`src/rtl/use_stream_collector.sv`:
```
// use_stream_collector
//
// Collects variable-length elements from NUM_ELEMENTS parallel upstream
// slots and serializes them, strictly in element-ID order, onto an
// AXI4-Stream style master interface of DATA_BUS_WIDTH_BYTES per beat.
//
// Ports
//   clk                    rising-edge clock for all logic
//   reset                  synchronous, active-high reset
//   USEStreamIn            element data; slot i occupies MAX_USE_BYTES bytes, byte 0 lowest
//   USEStreamByteLengthIn  byte length per slot, LENGTH_WIDTH bits each
//   USEStreamReadyIn       per-slot single-cycle capture pulse
//   m_axis_tdata/tkeep     output beat and byte-valid mask (unused bytes are zero)
//   m_axis_tvalid/tready   beat handshake
//   m_axis_tlast           last beat of an element
//   overflow_error         sticky: capture attempted into an occupied slot
//   length_error           sticky: capture with length 0 or above MAX_USE_BYTES
//   element_count          number of elements fully emitted (wraps at 16 bits)
//
// State  | meaning
// -------+-----------------------------------------------------------
// IDLE   | waiting for slot next_id to fill; no beat presented
// SEND   | serializer owns an element; beats presented on m_axis_*
module use_stream_collector #(
    parameter int NUM_ELEMENTS         = 6,
    parameter int DATA_BUS_WIDTH_BYTES = 8,
    parameter int MAX_USE_BYTES        = 38,
    parameter int LENGTH_WIDTH         = 6
) (
    input  logic                                    clk,
    input  logic                                    reset,
    input  logic [NUM_ELEMENTS*MAX_USE_BYTES*8-1:0] USEStreamIn,
    input  logic [NUM_ELEMENTS*LENGTH_WIDTH-1:0]    USEStreamByteLengthIn,
    input  logic [NUM_ELEMENTS-1:0]                 USEStreamReadyIn,
    output logic [DATA_BUS_WIDTH_BYTES*8-1:0]       m_axis_tdata,
    output logic [DATA_BUS_WIDTH_BYTES-1:0]         m_axis_tkeep,
    output logic                                    m_axis_tvalid,
    input  logic                                    m_axis_tready,
    output logic                                    m_axis_tlast,
    output logic                                    overflow_error,
    output logic                                    length_error,
    output logic [15:0]                             element_count
);

    localparam int ID_W     = (NUM_ELEMENTS > 1) ? $clog2(NUM_ELEMENTS) : 1;
    localparam int SLOT_W   = MAX_USE_BYTES * 8;
    localparam int DBW      = DATA_BUS_WIDTH_BYTES * 8;
    // One spare beat of zero padding so the low beat is always defined,
    // even when MAX_USE_BYTES is smaller than the bus.
    localparam int SER_W    = SLOT_W + DBW;

    typedef enum logic {
        S_IDLE = 1'b0,
        S_SEND = 1'b1
    } state_t;

    state_t                    state_q, state_d;
    logic [ID_W-1:0]           next_id_q;
    logic [NUM_ELEMENTS-1:0]   slot_full_q;
    logic [SLOT_W-1:0]         slot_data_q [NUM_ELEMENTS];
    logic [LENGTH_WIDTH-1:0]   slot_len_q  [NUM_ELEMENTS];
    logic [SER_W-1:0]          ser_q;
    logic [LENGTH_WIDTH-1:0]   rem_q;
    logic [15:0]               count_q;
    logic                      ovf_q;
    logic                      len_err_q;

    logic                      release_w;
    logic                      beat_last_w;
    logic                      fire_w;
    logic [NUM_ELEMENTS-1:0]   cap_bad_w;
    logic [NUM_ELEMENTS-1:0]   rel_slot_w;
    logic [SLOT_W-1:0]         cap_data_w [NUM_ELEMENTS];
    logic [LENGTH_WIDTH-1:0]   cap_len_w  [NUM_ELEMENTS];

    for (genvar g = 0; g < NUM_ELEMENTS; g++) begin : g_slot
        assign cap_data_w[g] = USEStreamIn[g*SLOT_W +: SLOT_W];
        assign cap_len_w[g]  = USEStreamByteLengthIn[g*LENGTH_WIDTH +: LENGTH_WIDTH];
        assign cap_bad_w[g]  = (cap_len_w[g] == '0) || (int'(cap_len_w[g]) > MAX_USE_BYTES);
        assign rel_slot_w[g] = release_w && (next_id_q == ID_W'(g));
    end

    // rem_q counts bytes not yet handshaken for the element in flight.
    assign beat_last_w = (int'(rem_q) <= DATA_BUS_WIDTH_BYTES);
    assign fire_w      = m_axis_tvalid && m_axis_tready;

    // State register
    always_ff @(posedge clk) begin
        if (reset) begin
            state_q <= S_IDLE;
        end else begin
            state_q <= state_d;
        end
    end

    // Next-state logic
    always_comb begin
        state_d   = state_q;
        release_w = 1'b0;
        case (state_q)
            S_IDLE: begin
                if (slot_full_q[next_id_q]) begin
                    state_d   = S_SEND;
                    release_w = 1'b1;
                end
            end
            S_SEND: begin
                if (m_axis_tready && beat_last_w) begin
                    state_d = S_IDLE;
                end
            end
            default: state_d = S_IDLE;
        endcase
    end

    // Output logic: the current beat is always the low bus-width of ser_q,
    // with bytes past the element length masked to zero.
    always_comb begin
        m_axis_tvalid = 1'b0;
        m_axis_tlast  = 1'b0;
        m_axis_tkeep  = '0;
        m_axis_tdata  = '0;
        if (state_q == S_SEND) begin
            m_axis_tvalid = 1'b1;
            m_axis_tlast  = beat_last_w;
            for (int k = 0; k < DATA_BUS_WIDTH_BYTES; k++) begin
                if (int'(rem_q) > k) begin
                    m_axis_tkeep[k]        = 1'b1;
                    m_axis_tdata[k*8 +: 8] = ser_q[k*8 +: 8];
                end
            end
        end
    end

    // Capture slots, serializer, pointer and status
    always_ff @(posedge clk) begin
        if (reset) begin
            next_id_q   <= '0;
            slot_full_q <= '0;
            ser_q       <= '0;
            rem_q       <= '0;
            count_q     <= '0;
            ovf_q       <= 1'b0;
            len_err_q   <= 1'b0;
            for (int i = 0; i < NUM_ELEMENTS; i++) begin
                slot_data_q[i] <= '0;
                slot_len_q[i]  <= '0;
            end
        end else begin
            if (release_w) begin
                ser_q <= {{DBW{1'b0}}, slot_data_q[next_id_q]};
                rem_q <= slot_len_q[next_id_q];
            end else if (fire_w) begin
                ser_q <= ser_q >> DBW;
                rem_q <= rem_q - LENGTH_WIDTH'(DATA_BUS_WIDTH_BYTES);
            end

            if (fire_w && beat_last_w) begin
                next_id_q <= (next_id_q == ID_W'(NUM_ELEMENTS - 1)) ? '0 : next_id_q + 1'b1;
                count_q   <= count_q + 16'd1;
            end

            // Release empties the slot; a same-cycle capture refills it
            // (later assignment wins), so release never races a capture.
            for (int i = 0; i < NUM_ELEMENTS; i++) begin
                if (rel_slot_w[i]) begin
                    slot_full_q[i] <= 1'b0;
                end
                if (USEStreamReadyIn[i]) begin
                    if (cap_bad_w[i]) begin
                        len_err_q <= 1'b1;
                    end else if (slot_full_q[i] && !rel_slot_w[i]) begin
                        ovf_q <= 1'b1;
                    end else begin
                        slot_full_q[i] <= 1'b1;
                        slot_data_q[i] <= cap_data_w[i];
                        slot_len_q[i]  <= cap_len_w[i];
                    end
                end
            end
        end
    end

    assign overflow_error = ovf_q;
    assign length_error   = len_err_q;
    assign element_count  = count_q;

endmodule

```
`config.mk`:
```
export PLATFORM = sky130hd
export DESIGN_NAME = use_stream_collector
export DESIGN_NICKNAME = d
export VERILOG_FILES = /design/src/rtl/use_stream_collector.sv
export SDC_FILE = /design/constraint.sdc
export NUM_CORES = 2
export LEC_CHECK = 0
export BUFFER_PORTS_ARGS = -buffer_cell sky130_fd_sc_hd__buf_4
export CORE_AREA = 2 2 770 772
export DETAILED_ROUTE_END_ITERATION = 7
export DIE_AREA = 0 0 772 774
export PLACE_DENSITY = 0.33
export SLEW_MARGIN = 20
export SYNTH_ARGS = -nofsm -noshare
export SYNTH_HDL_FRONTEND = slang
export SYNTH_SLANG_ARGS = --single-unit
export TNS_END_PERCENT = 100
```
`constraint.sdc`:
```
create_clock -name clk -period 24.9 [get_ports clk]
set_input_delay 4.98 -clock clk [delete_from_list [all_inputs] [get_ports clk]]
set_output_delay 4.98 -clock clk [all_outputs]
set_load 0.01 [all_outputs]
```
# Word-level counts from Yosys, hierarchy flattened
# Memory sizes are Yosys's and may differ from the RTL's. A register that Yosys moved wholly into a read port is not among the register bits.
# Index checks and enable logic that the tools add are counted.
[totals]
output_inout_bits = 92
inputBits = 1869
ram_bits = 1860
elab_cells = 217
register_bits = 338
n_memories = 2
[memory_table]
columns = ["name", "words", "width", "read_ports", "rd_clocked_by_memory_dff", "write_ports", "line_no", "text"]
rows = [
  ["slot_data_q", 6, 304, 1, 1, 6, "60", "logic [SLOT_W-1:0] slot_data_q [NUM_ELEMENTS];"],
  ["slot_len_q", 6, 6, 1, 1, 6, "61", "logic [LENGTH_WIDTH-1:0] slot_len_q [NUM_ELEMENTS];"],
]
[op_classes]
reduce_logical = 35
n_addsub = 3
bitwise_logic = 13
mux = 135
order_cmp = 16
n_eq_ne = 5
[op_table]
columns = ["cell", "n"]
rows = [
  ["304-bit 2-to-1 mux", 8],
  ["1-bit 2-to-1 mux", 102],
  ["8-bit 2-to-1 mux", 9],
  ["64-bit 2-to-1 mux", 1],
  ["6-bit 2-to-1 mux", 8],
  ["6-bit greater-than comparator (second input constant)", 6],
  ["6-bit zero test", 6],
  ["6-bit by 3-bit greater-than comparator with 1-bit output (second input constant)", 4],
  ["16-bit by 1-bit adder with 16-bit output (second input constant)", 1],
  ["1-bit logical AND", 15],
  ["3-bit 2-to-1 mux", 5],
  ["6-bit by 1-bit greater-than comparator with 1-bit output (second input constant)", 2],
  ["6-bit by 2-bit greater-than comparator with 1-bit output (second input constant)", 2],
  ["1-bit OR", 12],
  ["3-bit by 2-bit == test with 1-bit output (second input constant)", 2],
  ["3-bit == test (second input constant)", 2],
  ["6-bit by 4-bit less-or-equal comparator with 1-bit output (second input constant)", 1],
  ["1-bit zero test", 6],
  ["1-bit logical OR", 6],
  ["6-bit by 4-bit subtractor with 6-bit output (second input constant)", 1],
  ["3-bit by 4-bit less-than comparator with 1-bit output (second input constant)", 1],
  ["3-bit by 1-bit adder with 3-bit output (second input constant)", 1],
  ["1-bit binary-select mux with 3-bit select", 1],
  ["3-bit by 1-bit == test with 1-bit output (second input constant)", 1],
  ["other kinds (4)", 4],
]

# Depth between registers and ports, before layout
[depth]
depth_word = 26
mapped_depth = 10

# Worst setup path before layout
# Ideal clock, no wire load.
[synth_timing]
path_type = "input port to flip-flop"
from = "in USEStreamByteLengthIn[20]"
to = "mem slot_data_q[3][0] (netlist name), enable pin"
cell_stages = 4
arrival_time_ps = 19900
path_slack_ps = 3953
t_required_ps = 23853
cell_sequence = "a311o_1 > a22oi_1 > nand2_1 > o21bai_1"
[synth_rtl]
columns = ["item", "line_no", "text"]
rows = [
  ["from (decl)", "33", "input logic [NUM_ELEMENTS*LENGTH_WIDTH-1:0] USEStreamByteLengthIn,"],
  ["to (decl)", "60", ""],
]

==> results.json <==
{
  "status": "complete, no violations",
  "start_util_pct": 16.4,
  "vias": 66300,
  "pre_cts_slack_ns": 15.09,
  "tightest_slew_ns": 1.46,
  "crit_type": "in2reg",
  "synth_fp_nets": 8549,
  "htreeDepth": 5,
  "clkLatencyLatePin_ns": 0.96,
  "dp_hpwl_mm": 449,
  "min_from": "ser_q[47]$_SDFFE_PP0P_",
  "root_buffer": "clkbuf_16",
  "regArea_mm2": 0.0627,
  "ys_seq_elements": 2201,
  "p_leak_nw": 48.5,
  "clockBufferDepth": 4,
  "synth_cells": 6677,
  "crit_path_end_kind": "flip-flop",
  "dp.cells": 16100,
  "period_needed_ns": 8.76,
  "fin_skew_ns": 0.0635,
  "ys_async_sr_fraction_pct": 0,
  "timing.rr.start": "state_q$_SDFF_PP0_",
  "final_common_cell": "buf_4",
  "drive_gt1_share_pct": 38.9,
  "instances_no_fill": 16700,
  "reg2reg_slack_ns": 19.86,
  "sw_frac_of_total_pct": 26.6,
  "worstHoldPathCells": 2,
  "path_cells": "buf_4, a311o_1, a221o_1, nand2b_1, nor2_4, buf_4, buf_4, buf_4, and2_1",
  "grt_pass1_vias": 70400,
  "max_freq_mhz": 114,
  "synth_flop_cell": "edfxtp_1",
  "hp-class": "reg2reg",
  "p_clk_share_pct": 44.3,
  "ys.warnings.count": 0,
  "die_width_um": 772,
  "hold_end": "ser_q[47]$_SDFFE_PP0P_",
  "ant_nets": 0,
  "clk_pin_slew_worst_paths_ns": 0.06,
  "cp_common_cell": "buf_4",
  "nets": 10500,
  "fin_ws_ns": 16.14,
  "slew_violations": 0,
  "cts.hold.buffers_added": 0,
  "wl_per_cell_um": 34.8,
  "area_growth_pct": 34.8,
  "crit_fanout": 72,
  "final_cell_mix": "buf_4, and2_1, edfxtp_1",
  "r2r_end": "slot_data_q[0][119]$_SDFFCE_PN0P_",
  "drt-total-wl_mm": 582,
  "grt_usage_pct": 18.7,
  "dpl-instance-area_mm2": 0.121,
  "cts_buffers": 300,
  "synth-edff-count": 1860,
  "core_mm2": 0.589,
  "reg2reg_depth": 8,
  "intPower_mw": 7.22,
  "cts_post_setup_buffers_inserted": 0,
  "crit_required_ns": 25.69,
  "switchingPower_mw": 2.61,
  "power_frac_seq_pct": 45.0,
  "gp_congestion": 0.851,
  "syn_avg_cell_area_um2": 14.5,
  "finalSetupViolCount": 0,
  "drt_iter0_markers": 5337,
  "slowest_delay_ns": 0.75,
  "finalCritPeriodShare_pct": 35.2,
  "utilization_pct": 22.2,
  "maxCapViolCount": 0,
  "synth-seq-area-share_pct": 64.8,
  "irDropWorstVdd_uv": 48.0,
  "port_buffers": 1960,
  "antenna_found_initial": 298,
  "slew-limit-headroom_pct": 2.68,
  "grt_max_degree": 142,
  "gr-total-overflow": 0,
  "synth_area_mm2": 0.0968,
  "cts.sinks": 2201,
  "crit_arrival_ns": 9.55,
  "die_area_mm2": 0.598,
  "drcViolationCount": 0,
  "yosysUniqueCellTypes": 56,
  "grt_pass1_wl_mm": 741,
  "startpoint_type": "input port",
  "total_power_mw": 9.84,
  "placementRows": 282,
  "hold_ws_ns": 0.450,
  "postLayoutCellArea_mm2": 0.130,
  "cts_resized": 0,
  "cp_slowest_cell": "buf_4",
  "rsz0062_at_grt": "no",
  "fillers": 63000,
  "combPwrFrac_pct": 10.7,
  "dr.pass1.iters": 7,
  "multi_input_area_mm2": 0.0320,
  "io_pins": 1961,
  "cts_tree": "done",
  "powerDensity_mw_per_mm2": 75.4,
  "detail_route.vias_per_cell": 3.96,
  "hold_viol_final": 0,
  "fin_setup_tns_ns": 0,
  "fp.dieH_um": 774
}
==> per-layer routing <==
metal	global-route usage (%)	wire length (µm)
met1	23.5	243000
met2	31.7	279000
met3	5.43	44900
met4	4.21	13900
met5	0	1120
==> worst max-delay path: cells and delay by family <==
kind,cells,cell delay (ns)
buffers and inverters,4,2.17
AND/OR/NAND/NOR,3,1.23
AO/OA/AOI/OAI,2,0.79
==> worst max path at each step <==
stage	to	from	slack [ns]
2_1_floorplan	slot_data_q[3][0]$_SDFFCE_PN0P_	USEStreamByteLengthIn[20]	3.95
3_3_place_gp	slot_data_q[4][109]$_SDFFCE_PN0P_	USEStreamByteLengthIn[26]	15.12
3_5_place_dp	slot_data_q[4][118]$_SDFFCE_PN0P_	USEStreamByteLengthIn[26]	15.09
4_1_cts	slot_data_q[4][118]$_SDFFCE_PN0P_	USEStreamByteLengthIn[26]	16.16
5_1_grt	slot_data_q[4][118]$_SDFFCE_PN0P_	USEStreamByteLengthIn[26]	15.96
6_report	slot_data_q[4][118]$_SDFFCE_PN0P_	USEStreamByteLengthIn[26]	16.14
==> cell type report <==
class,instances,share of cell area (%)
Sequential cell,2201,48.1
Multi-Input combinational cell,3967,24.5
Clock inverter,154,1.10
Timing Repair Buffer,2113,12.3
Clock buffer,393,6.31
Antenna cell,92,0.177
Tap cell,7810,7.49
Inverter,12,0.0345
==> cells in the mapped netlist (35+ instances only) <==
library cell	count	area [µm²]
a21oi_1	323	1620
a22oi_1	246	1850
and2_1	1925	12000
buf_1	38	143
buf_2	122	611
clkbuf_1	254	953
clkbuf_2	60	300
dfxtp_1	341	6830
edfxtp_1	1860	55900
mux2_2	552	6220
mux2i_1	35	350
mux4_2	310	6980
nand2_1	324	1220
nand3_1	73	365
nor2_1	39	146
==> logic make-up (layout without fill, tap and decap cells) <==
logic type,count (synthesis),in the layout,share of synthesized area [%]
fa+ha+maj,3,3,0.0388
flops,2201,2201,64.8
other cells,0,92,0
mux,898,898,14.0
xor+xnor,15,15,0.136
buf+inv,509,2672,2.31
compound gates,642,642,4.18
simple gates,2409,2409,14.5
==> power by group through the flow <==
stage | Sequential (mW) | Combinational, mW | Clock [mW]
floorplan | 4.48 | 0.438 | 0
global placement | 4.50 | 1.09 | 0
detailed placement | 4.50 | 1.09 | 0
CTS | 4.43 | 1.09 | 4.52
global route | 4.44 | 1.12 | 4.64
finish | 4.42 | 1.05 | 4.36
==> state kept, by name, indices dropped and copies added (netlist names), named ones only <==
signal,cells
element_count,16
length_error,1
next_id_q,3
overflow_error,1
rem_q,6
ser_q,304
slot_data_q,1824
slot_full_q,6
slot_len_q,36
state_q,1
(Power assumes the default switching activity.)
